`src/rtl/scan_ctrl.sv`:
```
// -----------------------------------------------------------------------------
// scan_ctrl
//
// Scan-test controller for one or more equal-length scan chains. Parallel test
// patterns are accepted over a valid/ready handshake and shifted into the
// chains. A single capture cycle follows. The captured responses are unloaded
// into parallel words. The unload of one response overlaps the load of the
// next pattern. The final pattern of a run is followed by a dedicated unload
// phase.
//
// Parameters
//   NCHAIN     number of parallel scan chains
//   CHAIN_LEN  flops per chain (>= 2)
//   CNT_W      width of the capture counter
//
// Ports
//   CK, RST               clock (rising edge), async active-high reset
//   pat_data/valid/last   pattern input; chain c uses slice [c*CHAIN_LEN +: CHAIN_LEN],
//                         slice bit k maps to chain flop k (flop 0 nearest scan_in)
//   pat_ready             pattern accepted on pat_valid & pat_ready
//   rsp_data/valid        unloaded response, held until rsp_ready
//   rsp_ready             response sink ready
//   scan_en               to CUT: 1 = shift, 0 = capture
//   scan_in / scan_out    serial data into / out of each chain
//   cut_ce                CUT clock enable
//   done                  one-cycle pulse when the final response becomes valid
//   pat_cnt               captures since reset (wraps)
// -----------------------------------------------------------------------------
module scan_ctrl #(
    parameter int NCHAIN    = 1,
    parameter int CHAIN_LEN = 3,
    parameter int CNT_W     = 16
) (
    input  logic                        CK,
    input  logic                        RST,
    input  logic [NCHAIN*CHAIN_LEN-1:0] pat_data,
    input  logic                        pat_valid,
    input  logic                        pat_last,
    output logic                        pat_ready,
    output logic [NCHAIN*CHAIN_LEN-1:0] rsp_data,
    output logic                        rsp_valid,
    input  logic                        rsp_ready,
    output logic                        scan_en,
    output logic [NCHAIN-1:0]           scan_in,
    input  logic [NCHAIN-1:0]           scan_out,
    output logic                        cut_ce,
    output logic                        done,
    output logic [CNT_W-1:0]            pat_cnt
);

    localparam int            W        = NCHAIN * CHAIN_LEN;
    localparam int            CW       = $clog2(CHAIN_LEN);
    localparam logic [CW-1:0] CNT_LAST = CW'(CHAIN_LEN - 1);

    typedef enum logic [1:0] {IDLE, SHIFT, CAPT, UNLOAD} state_t;

    state_t          state;
    logic [CW-1:0]   cnt;
    logic [CW-1:0]   bit_sel;
    logic [W-1:0]    ld;
    logic [W-1:0]    rsp;
    logic [W-1:0]    rsp_nxt;
    logic            last_q;
    logic            have_rsp;

    // The chain is shifted MSB first: at count j the slice bit CHAIN_LEN-1-j
    // goes out on scan_in. The bit arriving on scan_out lands in the same
    // position, so the flop order is preserved in both directions.
    assign bit_sel = CNT_LAST - cnt;

    always_comb begin
        scan_in = '0;
        rsp_nxt = rsp;
        for (int c = 0; c < NCHAIN; c++) begin
            for (int k = 0; k < CHAIN_LEN; k++) begin
                if (bit_sel == CW'(k)) begin
                    if (state == SHIFT) begin
                        scan_in[c] = ld[c*CHAIN_LEN + k];
                    end
                    rsp_nxt[c*CHAIN_LEN + k] = scan_out[c];
                end
            end
        end
    end

    // Pure decode of registered state. A pending response freezes the CUT
    // during unload so that no captured bit is shifted out before it is stored.
    assign scan_en   = (state == SHIFT) || (state == UNLOAD);
    assign cut_ce    = (state == SHIFT) || (state == CAPT) ||
                       ((state == UNLOAD) && !rsp_valid);
    assign pat_ready = (state == IDLE) && !rsp_valid && !RST;
    assign rsp_data  = rsp;

    always_ff @(posedge CK or posedge RST) begin
        if (RST) begin
            state     <= IDLE;
            cnt       <= '0;
            ld        <= '0;
            rsp       <= '0;
            last_q    <= 1'b0;
            have_rsp  <= 1'b0;
            rsp_valid <= 1'b0;
            done      <= 1'b0;
            pat_cnt   <= '0;
        end else begin
            done <= 1'b0;
            if (rsp_valid && rsp_ready) begin
                rsp_valid <= 1'b0;
            end
            case (state)
                IDLE: begin
                    if (pat_valid && pat_ready) begin
                        ld     <= pat_data;
                        last_q <= pat_last;
                        cnt    <= '0;
                        state  <= SHIFT;
                    end
                end
                SHIFT: begin
                    // Shifting the new pattern in also unloads the previous
                    // capture; it only counts as a response if one was taken.
                    rsp <= rsp_nxt;
                    if (cnt == CNT_LAST) begin
                        cnt   <= '0;
                        state <= CAPT;
                        if (have_rsp) begin
                            rsp_valid <= 1'b1;
                        end
                    end else begin
                        cnt <= cnt + CW'(1);
                    end
                end
                CAPT: begin
                    have_rsp <= 1'b1;
                    pat_cnt  <= pat_cnt + CNT_W'(1);
                    cnt      <= '0;
                    state    <= last_q ? UNLOAD : IDLE;
                end
                UNLOAD: begin
                    if (!rsp_valid) begin
                        rsp <= rsp_nxt;
                        if (cnt == CNT_LAST) begin
                            cnt       <= '0;
                            rsp_valid <= 1'b1;
                            done      <= 1'b1;
                            have_rsp  <= 1'b0;
                            state     <= IDLE;
                        end else begin
                            cnt <= cnt + CW'(1);
                        end
                    end
                end
                default: state <= IDLE;
            endcase
        end
    end

endmodule

```
`config.mk`:
```
export PLATFORM = sky130hd
export DESIGN_NAME = scan_ctrl
export DESIGN_NICKNAME = d
export VERILOG_FILES = /design/src/rtl/scan_ctrl.sv
export SDC_FILE = /design/constraint.sdc
export NUM_CORES = 1
export LEC_CHECK = 0
export CAP_MARGIN = 5
export CORE_AREA = 2 2 68 70
export DETAILED_ROUTE_END_ITERATION = 10
export DIE_AREA = 0 0 70 72
export GPL_TIMING_DRIVEN = 0
export HOLD_SLACK_MARGIN = 0.1
export PLACE_DENSITY = 0.58
export SLEW_MARGIN = 20
export SYNTH_ARGS = -nofsm -noshare
export SYNTH_HDL_FRONTEND = slang
export SYNTH_SLANG_ARGS = --single-unit
```
`constraint.sdc`:
```
create_clock -name CK -period 3.05 [get_ports CK]
set_clock_uncertainty 0.15 [all_clocks]
set_input_delay 0.7625 -clock CK [delete_from_list [all_inputs] [get_ports CK]]
set_output_delay 0.7625 -clock CK [all_outputs]
set_load 0.1 [all_outputs]
```
==> metrics.log, run 1 <==
[metrics] post-detailed-route wirelength per cell: 13.4 microns
[metrics] Hold Path Stages: 1
[metrics] antenna viol nets, final: 0
[metrics] vias in the first global route: approximately 1100
[metrics] data required time at the worst endpoint: 2.14 ns
[metrics] die extent in y: a little over 70 microns
[metrics] Worst Path Arrival: between 2 and 2.5 ns
[metrics] antenna violations before repair: 0
[metrics] Min Clock Period, post-route: approximately 3.0 ns
[metrics] path category of the worst min-delay check: reg2reg
[metrics] reg2reg path depth: 5
[metrics] # fillers: about 400
[metrics] sequential element share of the synthesized area: 0.516
[metrics] number of distinct library cells after synthesis: 32
[metrics] setup repair after global routing missed its margin: no
[metrics] total clock sinks: 30
[metrics] reg-to-reg critical path endpoint: rsp_data[1]
[metrics] area of the die: about 5000 sq um
[metrics] hold-fix buffer count after cts: 0
[metrics] violation count after the first detailed-routing iteration: 32
[metrics] Total Nets Final: about 180
[metrics] Yosys warning count: 0
[metrics] initial core utilization: 0.341
[metrics] H-tree lvl count: 2
[metrics] launch point of the worst reg-to-reg path: state[1]
[metrics] Post-DP Area: about 1900 sq um
[metrics] Reg2Reg Setup Slack: ~1 ns
[metrics] actual transition at the worst max-transition pin: 0.982 ns
[metrics] post-route fraction of the period consumed by the critical path: 0.978
[metrics] HPWL reported at the end of detailed placement: 2.07 mm
[metrics] status: completed
[metrics] global-route wire length before repair: between 5 and 6 mm
[metrics] number of input and output port buffers inserted: 33
[metrics] cell count after synthesis: between 100 and 150
[metrics] biggest area consumer among synthesized cells: sky130_fd_sc_hd__dfrtp_1
[metrics] Async S/R FF share, synth: 1.00
[metrics] horizontal die dimension: 70 microns
[metrics] TritonCTS clock tree: built
[metrics] Root Driver: sky130_fd_sc_hd__clkbuf_8
[metrics] kind of capture point of the worst setup path: output port
[metrics] I/O pin count: 34
[metrics] overall fraction of global-route tracks in use: 0.129
[metrics] number of endpoints with negative hold slack in the final report: 0
[metrics] Syn Nets: 142
[metrics] final cell count without fillers: 220
[metrics] ant diodes: 0
[metrics] setup-violating endpoint count in the final report: 0
[metrics] Routability Congestion: roughly 0.81
[metrics] type of origin of the critical path: input port
[metrics] pins over their slew limit: 0
[metrics] remaining routing DRC violations: 0
[metrics] Post-synth top flop: sky130_fd_sc_hd__dfrtp_1
[metrics] Maximum Capacitance Violations: 0
[metrics] total length of routed wires: a little under 3 mm
[metrics] Setup Crit Path Kind: in2out
[metrics] beginning of the worst hold path: pat_cnt[15]
[metrics] DR vias: 1077
[metrics] post-synth top area share: 0.516
[metrics] maximum fanout count along the critical path: 4
[metrics] maximum number of pins on one net before global-route repair: 31
[metrics] worst hold-check slack: roughly 0.32 ns
[metrics] latest clock arrival within the worst-skew pair: about 0.28 ns
[metrics] relative slew slack: 0.343
[metrics] core box area: 4260 sq um
[metrics] total grt overflow: 0
[metrics] clock transition at the registers of the reported paths: ~0.07 ns
[metrics] drt via density: 4.90
[metrics] placed instance count: between 200 and 250
[metrics] mapped cell area: 1460 sq um
[metrics] number of buffers inserted during clock tree synthesis: 5
[metrics] destination of the worst hold path: pat_cnt[15]
[metrics] Fmax achieved: approximately 340 MHz
[metrics] Initial DRT Pass Iterations: 4
[metrics] maximum root-to-sink buffer count: 2
[metrics] EDFF count, synth: 0
[metrics] area delta synth->final: 33.5%
[metrics] Post-CTS Setup Bufs: 0
[metrics] proportion of layout cells with a drive suffix above 1: 0.137
[metrics] leading cell types by count after synthesis: sky130_fd_sc_hd__dfrtp_1 (30), sky130_fd_sc_hd__xor2_1 (11), sky130_fd_sc_hd__nand2_1 (10)
[metrics] leading cell type by number of instances after synthesis: sky130_fd_sc_hd__dfrtp_1
[metrics] dominant cells by area after synthesis: sky130_fd_sc_hd__dfrtp_1 (52%), sky130_fd_sc_hd__xor2_1 (6.6%), sky130_fd_sc_hd__mux2_2 (6.2%), sky130_fd_sc_hd__ha_1 (5.2%), sky130_fd_sc_hd__nand2_1 (2.6%)
[metrics] average cell area after synthesis: roughly 11 sq um
[metrics] standard-cell rows: 24
[metrics] post-synthesis register bit count: 30
[metrics] Design Area, Final: 1940 sq um
-- final cells by class --
type                    instances  area [sq um]  area share
clock buffers                   7          86.3      0.0444
repair buffers                 33           320       0.165
well taps                      52          65.1      0.0335
inverters                       6          22.5      0.0116
multi-input cells              89           684       0.352
flip-flops and latches         30           751       0.386
plain buffers                   2          8.76     0.00451
clock inverters                 1          5.00     0.00258
-- cells by family (layout without fill, tap and decap cells) --
| group | count (synthesis) | in the layout | share of synthesized area |
|---|---|---|---|
| multiplexers | 11 | 11 | 0.0834 |
| AO/OA/AOI/OAI | 11 | 11 | 0.0559 |
| XOR/XNOR | 15 | 15 | 0.0903 |
| buffers and inverters | 8 | 49 | 0.0215 |
| adder cells (fa/ha/maj) | 6 | 6 | 0.0516 |
| AND/OR/NAND/NOR | 46 | 46 | 0.181 |
| flip-flops | 30 | 30 | 0.516 |
-- cells in the final DEF (no fill, tap or decap), drive strengths merged --
cell,n
a21oi,3
nor3,4
dlygate4sd2,1
clkinv,1
nand2,10
clkdlybuf4s50,29
mux2,9
nand2b,3
a22o,1
nor4b,1
or3b,1
buf,1
mux2i,2
clkdlybuf4s15,1
nand3b,1
dfrtp,30
and2,3
nor3b,2
clkbuf,10
o21ai,1
a21boi,1
nor4,5
xor2,11
ha,6
nor2,7
nor2b,1
a2bb2oi,1
inv,6
nand4,7
and3,1
o221ai,1
a2111oi,1
xnor2,4
o22ai,2
-- timing repair --
item / 4_1_cts / 5_1_grt
pin swaps: 0 / 0
endpoints found under the setup margin: 4 / 2
gates resized for setup: 7 / 3
-- state kept, by name, summed over array words and instances (netlist names) --
name,count
pat_cnt,16
ld,3
cnt,2
have_rsp,1
last_q,1
done,1
rsp_data,3
rsp_valid,1
state,2
-- metal layers --
metal	wire length (microns)	track usage	part of all wire	vias to the layer above
met1	1360	0.153	0.46	510
met4	55	0.0513	0.019	0
met3	219	0.0569	0.075	7
met5	0	0	0	-
li1	-	-	-	526
met2	1300	0.206	0.44	34
-- worst max-delay path by stage --
| stage | end | cells after the start | start | slack [ns] |
|---|---|---|---|---|
| 4_1_cts | scan_in | 5 | cnt[1] | 0.002 |
| 3_5_place_dp | pat_ready | 3 | RST | -0.50 |
| 3_3_place_gp | pat_ready | 3 | RST | -0.46 |
| 6_report | pat_ready | 3 | RST | 0.07 |
| 5_1_grt | cut_ce | 4 | state[0] | 0.02 |
| 2_1_floorplan | cut_ce | 2 | rsp_valid | 0.30 |
-- critical path: stages --
cell and delay [ns]:
sky130_fd_sc_hd__clkdlybuf4s50_1 0.51, sky130_fd_sc_hd__nor3b_4 0.22, sky130_fd_sc_hd__clkdlybuf4s15_2 0.58
-- per-stage QoR --
step,setup TNS [ns],worst slack (ns),utilization
finish,0,0.0656,0.456
global route,0,0.0203,0.456
CTS,0,0.00175,0.458
detailed placement,-0.509,-0.498,0.437
global placement,-0.458,-0.458,0.437
floorplan,0,0.303,-
Power of run 1 is left out: the tool's default activity adds up to more than one toggle a clock period on the data nets, which glitch-free logic cannot reach.
==> inputs of run 2 (changes only) <==
--- a/config.mk
+++ b/config.mk
@@ -6,12 +6,12 @@
 export NUM_CORES = 1
 export LEC_CHECK = 0
 export CAP_MARGIN = 5
-export CORE_AREA = 2 2 68 70
+export CORE_AREA = 2 2 78 80
 export DETAILED_ROUTE_END_ITERATION = 10
-export DIE_AREA = 0 0 70 72
+export DIE_AREA = 0 0 80 82
 export GPL_TIMING_DRIVEN = 0
 export HOLD_SLACK_MARGIN = 0.1
-export PLACE_DENSITY = 0.58
+export PLACE_DENSITY = 0.46
 export SLEW_MARGIN = 20
 export SYNTH_ARGS = -nofsm -noshare
 export SYNTH_HDL_FRONTEND = slang
==> metrics.log, run 2 (synthesized netlist as in run 1, its figures left out) <==
[metrics] worst hold-check slack: roughly 0.33 ns
[metrics] number of endpoints with negative hold slack in the final report: 0
[metrics] initial core utilization: 0.253
[metrics] maximum root-to-sink buffer count: 2
[metrics] drt via density: 4.47
[metrics] clock transition at the registers of the reported paths: 0.06 ns
[metrics] # fillers: roughly 600
[metrics] total length of routed wires: 3.18 mm
[metrics] total clock sinks: 30
[metrics] max reg flops: 16
[metrics] maximum fanout count along the critical path: 4
[metrics] violation count after the first detailed-routing iteration: 28
[metrics] data required time at the worst endpoint: about 2.1 ns
[metrics] vias in the first global route: approximately 1200
[metrics] Setup Crit Path Kind: in2out
[metrics] kind of capture point of the worst setup path: output port
[metrics] Root Driver: sky130_fd_sc_hd__clkbuf_8
[metrics] ant diodes: 0
[metrics] DR vias: 1081
[metrics] most frequent standard cell in the layout excluding fill and tap cells: sky130_fd_sc_hd__dfrtp_1
[metrics] latest clock arrival within the worst-skew pair: ~0.28 ns
[metrics] type of origin of the critical path: input port
[metrics] pins over their slew limit: 0
[metrics] Worst Path Arrival: between 2 and 2.5 ns
[metrics] number of buffers inserted during clock tree synthesis: 5
[metrics] Initial DRT Pass Iterations: 4
[metrics] global-route wire length before repair: about 5.4 mm
[metrics] Post-CTS Setup Bufs: 0
[metrics] Min Clock Period, post-route: around 3 ns
[metrics] largest register by flop count: pat_cnt
[metrics] H-tree lvl count: 2
[metrics] number of input and output port buffers inserted: 33
[metrics] worst setup margin: just under 0.09 ns
[metrics] maximum number of pins on one net before global-route repair: 31
[metrics] actual transition at the worst max-transition pin: just under 1 ns
[metrics] status: completed
[metrics] path category of the worst min-delay check: reg2reg
[metrics] relative slew slack: 0.348
[metrics] antenna violations before repair: 0
[metrics] core box area: approximately 5700 sq um
[metrics] remaining routing DRC violations: 0
[metrics] hold-fix buffer count after cts: 0
[metrics] total grt overflow: 0
[metrics] I/O pin count: 34
[metrics] post-detailed-route wirelength per cell: approximately 13 microns
[metrics] horizontal die dimension: 80 microns
[metrics] area of the die: around 6600 sq um
[metrics] setup-violating endpoint count in the final report: 0
[metrics] standard-cell rows: 28
[metrics] fraction of the core area covered by cells at the end of the flow: 0.342
[metrics] die extent in y: 82 microns
[metrics] Total Nets Final: between 150 and 200
[metrics] Maximum Capacitance Violations: 0
[metrics] setup repair after global routing missed its margin: no
[metrics] Fmax achieved: 337 MHz
[metrics] Routability Congestion: about 0.79
[metrics] post-route fraction of the period consumed by the critical path: 0.972
[metrics] proportion of layout cells with a drive suffix above 1: 0.138
[metrics] TritonCTS clock tree: built
[metrics] area delta synth->final: 35.1%
[metrics] overall fraction of global-route tracks in use: 0.108
[metrics] post-placement worst setup slack: -0.501 ns
[metrics] HPWL reported at the end of detailed placement: 2.29 mm
[metrics] antenna viol nets, final: 0
[metrics] Reg2Reg Setup Slack: roughly 0.99 ns
[metrics] commonest cells after routing, fill and taps aside: sky130_fd_sc_hd__dfrtp_1 (30), sky130_fd_sc_hd__clkdlybuf4s50_1 (29), sky130_fd_sc_hd__xor2_1 (11), sky130_fd_sc_hd__nand2_1 (10), sky130_fd_sc_hd__mux2_2 (8)
## run 2: cell types whose count changed in the layout (fill, tap and decap cells not counted)
| cell | change |
|---|---|
| sky130_fd_sc_hd__clkbuf_1 | -1 |
| sky130_fd_sc_hd__clkbuf_2 | -1 |
| sky130_fd_sc_hd__clkbuf_8 | -1 |
| sky130_fd_sc_hd__clkdlybuf4s15_2 | +1 |
| sky130_fd_sc_hd__clkinv_2 | +1 |
## run 2: final timing paths
check | from | to | cells past startpoint
setup / recovery | RST | pat_ready | 3
hold / removal | pat_cnt[15] | pat_cnt[15] | 1
setup reg to reg | state[1] | rsp_data[1] | 5
hold reg to reg | pat_cnt[15] | pat_cnt[15] | 1
max in group asynchronous | RST | state[1] | 2
min in group asynchronous | RST | cnt[1] | 2
## run 2: per-layer routing
| metal | GRT usage | part of all wire | vias up |
|---|---|---|---|
| li1 | - | - | 528 |
| met1 | 0.133 | 0.47 | 509 |
| met4 | 0.0458 | 0.015 | 0 |
| met3 | 0.0385 | 0.070 | 7 |
| met5 | 0 | 0 | - |
| met2 | 0.172 | 0.45 | 37 |
## run 2: what timing repair did
item                       CTS  global route
setup endpoints to repair    4             1
cloned                       0             0
hold endpoints to repair     0             0
pin swaps                    0             0
resized for setup            8             2
## run 2: critical path: stages
cell and delay, ns:
sky130_fd_sc_hd__clkdlybuf4s50_1 0.50, sky130_fd_sc_hd__nor3b_4 0.21, sky130_fd_sc_hd__clkdlybuf4s15_2 0.58
## run 2: final cells by class
type	instances	area (sq um)	share of cell area
buffer	2	8.76	0.00446
clock buffer	5	68.8	0.0350
clock inverter	2	10.0	0.00509
inverter	6	22.5	0.0115
multi-input combinational	89	684	0.348
sequential	30	751	0.382
tap	75	93.8	0.0477
timing repair buffer	33	327	0.166
## run 2: per-stage QoR
step	setup TNS [ns]	std cells	cell area, sq um
after global placement	-0.510	235	1890
after CTS	0	242	1970
after global routing	0	242	1970
after floorplan	0	127	1470
final	0	242	1970
after detailed placement	-0.576	235	1890
Power of run 2 is left out for the same reason.
==> inputs of run 3 (changes only) <==
--- a/config.mk
+++ b/config.mk
@@ -7,6 +7,7 @@
 export LEC_CHECK = 0
 export CAP_MARGIN = 5
 export CORE_AREA = 2 2 78 80
+export CTS_CLUSTER_DIAMETER = 60
 export DETAILED_ROUTE_END_ITERATION = 10
 export DIE_AREA = 0 0 80 82
 export GPL_TIMING_DRIVEN = 0
==> results of run 3 <==
Final layout, timing and power as in run 2 (identical DEF).
Power of run 3 is left out for the same reason.
